File: src/rtl/muldiv_seq.sv
// Iterative multiply/divide sequencer that owns the architectural HI/LO registers.
// Processes one operand bit per cycle, then applies sign correction in a single fixup cycle.
package muldiv_seq_pkg;
  localparam int unsigned XLEN = 32;
  localparam int unsigned OP_W = 3;

  typedef logic [OP_W-1:0] muldiv_op_t;

  localparam muldiv_op_t OP_NONE = 3'd0;
  localparam muldiv_op_t OP_MUL  = 3'd1;
  localparam muldiv_op_t OP_DIV  = 3'd2;
  localparam muldiv_op_t OP_MTHI = 3'd3;
  localparam muldiv_op_t OP_MTLO = 3'd4;
  localparam muldiv_op_t OP_MFHI = 3'd5;
  localparam muldiv_op_t OP_MFLO = 3'd6;
endpackage

module muldiv_seq
  import muldiv_seq_pkg::*;
#(
  parameter logic [XLEN-1:0] DIV0_QUOT = 32'hFFFF_FFFF
) (
  input  logic            clock,
  input  logic            reset_n,
  input  logic            op_valid,
  input  muldiv_op_t      op,
  input  logic            op_u,
  input  logic [XLEN-1:0] a,
  input  logic [XLEN-1:0] b,
  output logic            stall,
  output logic            busy,
  output logic [XLEN-1:0] hi,
  output logic [XLEN-1:0] lo
);

  localparam int unsigned      CNT_W    = 5;
  localparam logic [CNT_W-1:0] CNT_LAST = 5'd31;

  localparam logic [1:0] S_IDLE = 2'd0;
  localparam logic [1:0] S_MUL  = 2'd1;
  localparam logic [1:0] S_DIV  = 2'd2;
  localparam logic [1:0] S_FIX  = 2'd3;

  logic [1:0]        state_q, state_d;
  logic              busy_q, busy_d;
  logic [CNT_W-1:0]  cnt_q, cnt_d;
  logic [XLEN-1:0]   hi_q, hi_d;
  logic [XLEN-1:0]   lo_q, lo_d;
  logic [2*XLEN-1:0] acc_q, acc_d;
  logic [XLEN-1:0]   sreg_q, sreg_d;  // multiplier, or dividend shifting into quotient
  logic [XLEN-1:0]   opb_q, opb_d;    // multiplicand, or divisor
  logic [XLEN-1:0]   rem_q, rem_d;
  logic              quot_neg_q, quot_neg_d;
  logic              rem_neg_q, rem_neg_d;
  logic              is_div_q, is_div_d;
  logic              div0_q, div0_d;

  logic            is_md_op;
  logic [XLEN-1:0] mag_a, mag_b;
  logic [XLEN:0]   mul_sum;
  logic [XLEN:0]   div_shift;
  logic            div_ge;

  assign is_md_op = (op == OP_MUL)  || (op == OP_DIV)  || (op == OP_MTHI) ||
                    (op == OP_MTLO) || (op == OP_MFHI) || (op == OP_MFLO);
  assign stall = op_valid & busy_q & is_md_op;
  assign busy  = busy_q;
  assign hi    = hi_q;
  assign lo    = lo_q;

  assign mag_a = (~op_u & a[XLEN-1]) ? -a : a;
  assign mag_b = (~op_u & b[XLEN-1]) ? -b : b;

  // Shift-add step: the carry out of the upper-half add becomes the new MSB.
  assign mul_sum = {1'b0, acc_q[2*XLEN-1:XLEN]} + (sreg_q[0] ? {1'b0, opb_q} : '0);

  // Restoring step: shift in the next dividend bit, then trial-subtract.
  assign div_shift = {rem_q, sreg_q[XLEN-1]};
  assign div_ge    = (div_shift >= {1'b0, opb_q});

  always_ff @(posedge clock or negedge reset_n) begin
    if (!reset_n) begin
      state_q    <= S_IDLE;
      busy_q     <= 1'b0;
      cnt_q      <= '0;
      hi_q       <= '0;
      lo_q       <= '0;
      acc_q      <= '0;
      sreg_q     <= '0;
      opb_q      <= '0;
      rem_q      <= '0;
      quot_neg_q <= 1'b0;
      rem_neg_q  <= 1'b0;
      is_div_q   <= 1'b0;
      div0_q     <= 1'b0;
    end else begin
      state_q    <= state_d;
      busy_q     <= busy_d;
      cnt_q      <= cnt_d;
      hi_q       <= hi_d;
      lo_q       <= lo_d;
      acc_q      <= acc_d;
      sreg_q     <= sreg_d;
      opb_q      <= opb_d;
      rem_q      <= rem_d;
      quot_neg_q <= quot_neg_d;
      rem_neg_q  <= rem_neg_d;
      is_div_q   <= is_div_d;
      div0_q     <= div0_d;
    end
  end

  always_comb begin
    state_d    = state_q;
    busy_d     = busy_q;
    cnt_d      = cnt_q;
    hi_d       = hi_q;
    lo_d       = lo_q;
    acc_d      = acc_q;
    sreg_d     = sreg_q;
    opb_d      = opb_q;
    rem_d      = rem_q;
    quot_neg_d = quot_neg_q;
    rem_neg_d  = rem_neg_q;
    is_div_d   = is_div_q;
    div0_d     = div0_q;

    case (state_q)
      S_IDLE: begin
        if (op_valid) begin
          case (op)
            OP_MTHI: hi_d = a;
            OP_MTLO: lo_d = a;
            OP_MUL, OP_DIV: begin
              state_d    = (op == OP_MUL) ? S_MUL : S_DIV;
              busy_d     = 1'b1;
              cnt_d      = '0;
              acc_d      = '0;
              rem_d      = '0;
              sreg_d     = mag_a;
              opb_d      = mag_b;
              quot_neg_d = (a[XLEN-1] ^ b[XLEN-1]) & ~op_u;
              rem_neg_d  = a[XLEN-1] & ~op_u;
              is_div_d   = (op == OP_DIV);
              div0_d     = (b == '0);
            end
            default: ;
          endcase
        end
      end

      S_MUL: begin
        acc_d  = {mul_sum, acc_q[XLEN-1:1]};
        sreg_d = sreg_q >> 1;
        if (cnt_q == CNT_LAST) state_d = S_FIX;
        else                   cnt_d   = cnt_q + CNT_W'(1);
      end

      S_DIV: begin
        rem_d  = div_ge ? XLEN'(div_shift - {1'b0, opb_q}) : div_shift[XLEN-1:0];
        sreg_d = {sreg_q[XLEN-2:0], div_ge};
        if (cnt_q == CNT_LAST) state_d = S_FIX;
        else                   cnt_d   = cnt_q + CNT_W'(1);
      end

      S_FIX: begin
        if (is_div_q) begin
          lo_d = div0_q ? DIV0_QUOT : (quot_neg_q ? -sreg_q : sreg_q);
          hi_d = rem_neg_q ? -rem_q : rem_q;
        end else begin
          {hi_d, lo_d} = quot_neg_q ? -acc_q : acc_q;
        end
        state_d = S_IDLE;
        busy_d  = 1'b0;
        cnt_d   = '0;
      end

      default: state_d = S_IDLE;
    endcase
  end

endmodule
File: config.mk
export PLATFORM = sky130hd
export DESIGN_NAME = muldiv_seq
export DESIGN_NICKNAME = d
export VERILOG_FILES = /design/src/rtl/muldiv_seq.sv
export SDC_FILE = /design/constraint.sdc
export NUM_CORES = 1
export LEC_CHECK = 0
export ABC_CLOCK_PERIOD_IN_PS = 4220
export BUFFER_PORTS_ARGS = -buffer_cell sky130_fd_sc_hd__buf_4
export CELL_PAD_IN_SITES_DETAIL_PLACEMENT = 0
export CELL_PAD_IN_SITES_GLOBAL_PLACEMENT = 1
export CORE_UTILIZATION = 47
export CTS_CLUSTER_SIZE = 16
export DETAILED_ROUTE_END_ITERATION = 8
export PLACE_DENSITY = 0.88
export SYNTH_ARGS = -nofsm -noshare
export SYNTH_HDL_FRONTEND = slang
export SYNTH_SLANG_ARGS = --single-unit
File: constraint.sdc
create_clock -name clock -period 4.22 [get_ports clock]
set_input_delay 0.422 -clock clock [delete_from_list [all_inputs] [get_ports clock]]
set_output_delay 0.422 -clock clock [all_outputs]
set_load 0.03 [all_outputs]
==> summary.txt <==
Run status
  • Status: completed

Worst setup path
  • Slowest CP cell: dfrtp_1
  • Max incr delay on CP: ~460 ps
  • Worst Path Arrival: 4390 ps
  • CP max FO: 25
  • WP data required: approximately 4700 ps
  • Crit-path cells: inv_1 > buf_4 > nor2_1 > ha_1 > and3_1 > nand3_1 > or2_2 > a211oi_1 > o32ai_1 > buf_4 > o21ai_1 > o21ai_1 > a211o_1 > nand3_1
  • Critical Path Start Type: register
  • Crit path kind: reg2reg
  • Setup crit end kind: register

GRT
  • Initial antenna violation count: 1
  • Total GRT Usage: a little under a third
  • Largest net degree at the start of global routing: roughly 110
  • First-pass GRT wire length: 94.8 mm
  • Remaining Overflow, GRT: 0
  • Vias in the first global route: 16500

CTS
  • Cts bufs inserted: 28
  • Clock slew seen by the registers of the worst setup and hold paths: 60 ps
  • Clock Latency Late Sink: roughly 600 ps
  • Bufs on Longest Clock Path: 3
  • TritonCTS Sinks: about 240
  • CTS tree: yes
  • H-Tree Depth: 1
  • Clk root buf: clkbuf_16
  • CTS-repair resized insts: 0

Detailed routing
  • Routed wire length: just over 60 mm
  • DR vias: about 18000
  • Wirelength per Cell: about 22 µm
  • Drc violations: 0
  • Via density per instance: ~6
  • Drt first pass iters: 9
  • ANT nets after route: 0
  • Initial drt markers: ~1400

Pwr
  • Clk pwr share: approximately 14%
  • Combinational fraction of design power: 62.8%
  • Switch Pwr: approximately 9.6 mW
  • Internal power: a little over 9 mW
  • Sw Share: between 50 and 60%
  • Total power: around 19 mW
  • PwrDens: slightly above 900 mW/mm²
  • P_leak: between 8 and 9 nW
  • Max VDD drop: approximately 0.56 mV
  • Sequential Power Share: approximately a quarter

STA
  • Slew Viols, Final: 0
  • Fmax: approximately 260 MHz
  • Final period util: around 92%
  • Measured slew at the worst slew-check pin: around 1200 ps
  • Slew HR: 19.8%
  • Setup Viol. Count Final: 0
  • Unrepaired setup endpoints after global routing: false
  • TNS Setup: 0 ps
  • Fin. Hold Viols: 0
  • Tmin final: between 3000 and 4000 ps
  • Clock skew: about 29 ps

Yosys
  • Register area share after synthesis: about a third
  • Synthesized area per cell: around 8 µm²
  • Post-synth top area share: 32.5%
  • Mapped Cells: around 2300
  • Most common cell in the synthesized netlist: nand2_1
  • FFs w/ async S/R, synth: 100%
  • Cell variety after synth: 79
  • Yosys warns: 0
  • Synth area leader: dfrtp_1
  • Top cells by count, synth: nand2_1, dfrtp_1, nor2_1
  • Top FF cell, synth: dfrtp_1
  • Mapped cell area: roughly 0.018 mm²
  • Area contributors post-synth: dfrtp_1, xnor2_1, nand2_1
  • Synthesis-stage register bit count: around 240
  • Syn nets: approximately 2400
  • Number of flops mapped to enable cells by yosys: 0

Placed design
  • Gpl congestion: between 0.9 and 1
  • Port buffer count: ~140
  • Detailed placer's ending HPWL: about 46 mm

Die
  • Die Width: 199 µm
  • Die height: 199 µm
  • Core Rows: around 70
  • Core footprint: between 0.03 and 0.04 mm²
  • Ports: approximately 140
  • Full die area: 0.0394 mm²
  • Starting Density: roughly 48%

Layout
  • Final core utilization: 54.6%
  • Share of post-route cells with drive strength above 1: around 11%
  • Area delta synth->final: 13.8%
  • Layout Nets: between 2000 and 2500

Flow run
  • Max-cap violation count: 0

Worst hold path
  • Worst Hold Class: in2reg
[sequential cells by signal, summed over array words and instances, names as in the netlist]
signal	count
div0_q	1
is_div_q	1
sreg_q	32
busy	1
cnt_q	5
quot_neg_q	1
acc_q	64
lo	32
hi	32
rem_q	32
state_q	2
rem_neg_q	1
opb_q	32
[logic make-up after synthesis]
logic type	synth area share, %
compound gates	25.1
flops	32.5
fa+ha+maj	5.39
xor+xnor	10.9
buf+inv	4.57
mux	1.72
simple gates	19.8
[layout make-up]
cell class	count	area [µm²]
clock inverters	9	125
clock buffers	40	826
flip-flops and latches	236	5910
diodes	2	5.00
inverters	83	312
well taps	511	639
fillers	3587	17200
repair buffers	172	1340
multi-input cells	1805	11500
[path summary, 6_finish.rpt]
| check | startpoint | to | slack, ps | depth (start not counted) |
|---|---|---|---|---|
| max | sreg_q[0]$_DFFE_PN0P_ | acc_q[61]$_DFFE_PN0P_ | 350 | 14 |
| min | b[1] | opb_q[1]$_DFFE_PN0P_ | 140 | 3 |
| max reg2reg | sreg_q[0]$_DFFE_PN0P_ | acc_q[61]$_DFFE_PN0P_ | 350 | 14 |
| min reg2reg | opb_q[9]$_DFFE_PN0P_ | opb_q[9]$_DFFE_PN0P_ | 480 | 2 |
| max in group asynchronous | reset_n | acc_q[47]$_DFFE_PN0P_ | 2730 | 3 |
| min in group asynchronous | reset_n | cnt_q[0]$_DFFE_PN0P_ | 490 | 2 |
[layout by cell type, fill, tap and decap left out, types with 74 or more instances in the layout]
cell	instances
nor2_1	199
inv_1	82
a31oi_1	80
a21oi_1	122
o21ai_0	197
buf_4	167
xnor2_1	146
ha_1	74
nand2_1	294
xor2_1	80
dfrtp_1	234
[layer usage]
layer | vias to the layer above | GRT usage [%] | part of all wire [%]
li1 | 8312 | - | -
met1 | 8447 | 40.9 | 42
met2 | 655 | 51.2 | 47
met3 | 99 | 4.32 | 6.9
met4 | 0 | 11.9 | 3.7
met5 | - | 0 | 0
[what timing repair did]
action | CTS | global route
setup buffers | 0 | 0
hold buffers | 1 | 0
hold endpoints to repair | 101 | 0
[stage by stage]
| stage | hold WS, ps | std cells | worst slack, ps | area, µm² |
|---|---|---|---|---|
| floorplan | 126 | 2261 | 871 | 18200 |
| global placement | 464 | 2806 | 541 | 19700 |
| detailed placement | 473 | 2806 | 390 | 19700 |
| CTS | 119 | 2856 | 366 | 20700 |
| global route | 156 | 2856 | 143 | 20700 |
| finish | 138 | 2858 | 350 | 20700 |
[critical path: cells and delay by family (launching register included)]
family | cells | cell delay, ps
fa+ha+maj | 1 | 380
simple gates | 5 | 810
buf+inv | 3 | 830
flops | 1 | 460
compound gates | 5 | 1310
[power by group through the flow]
stage | clock network (mW) | registers (mW) | logic [mW]
2_1_floorplan | 0 | 4.52 | 7.86
3_3_place_gp | 0 | 4.39 | 11.5
3_5_place_dp | 0 | 4.43 | 11.6
4_1_cts | 2.56 | 4.39 | 11.7
5_1_grt | 2.64 | 4.56 | 12.8
6_report | 2.53 | 4.43 | 11.8
(Power assumes the default switching activity.)
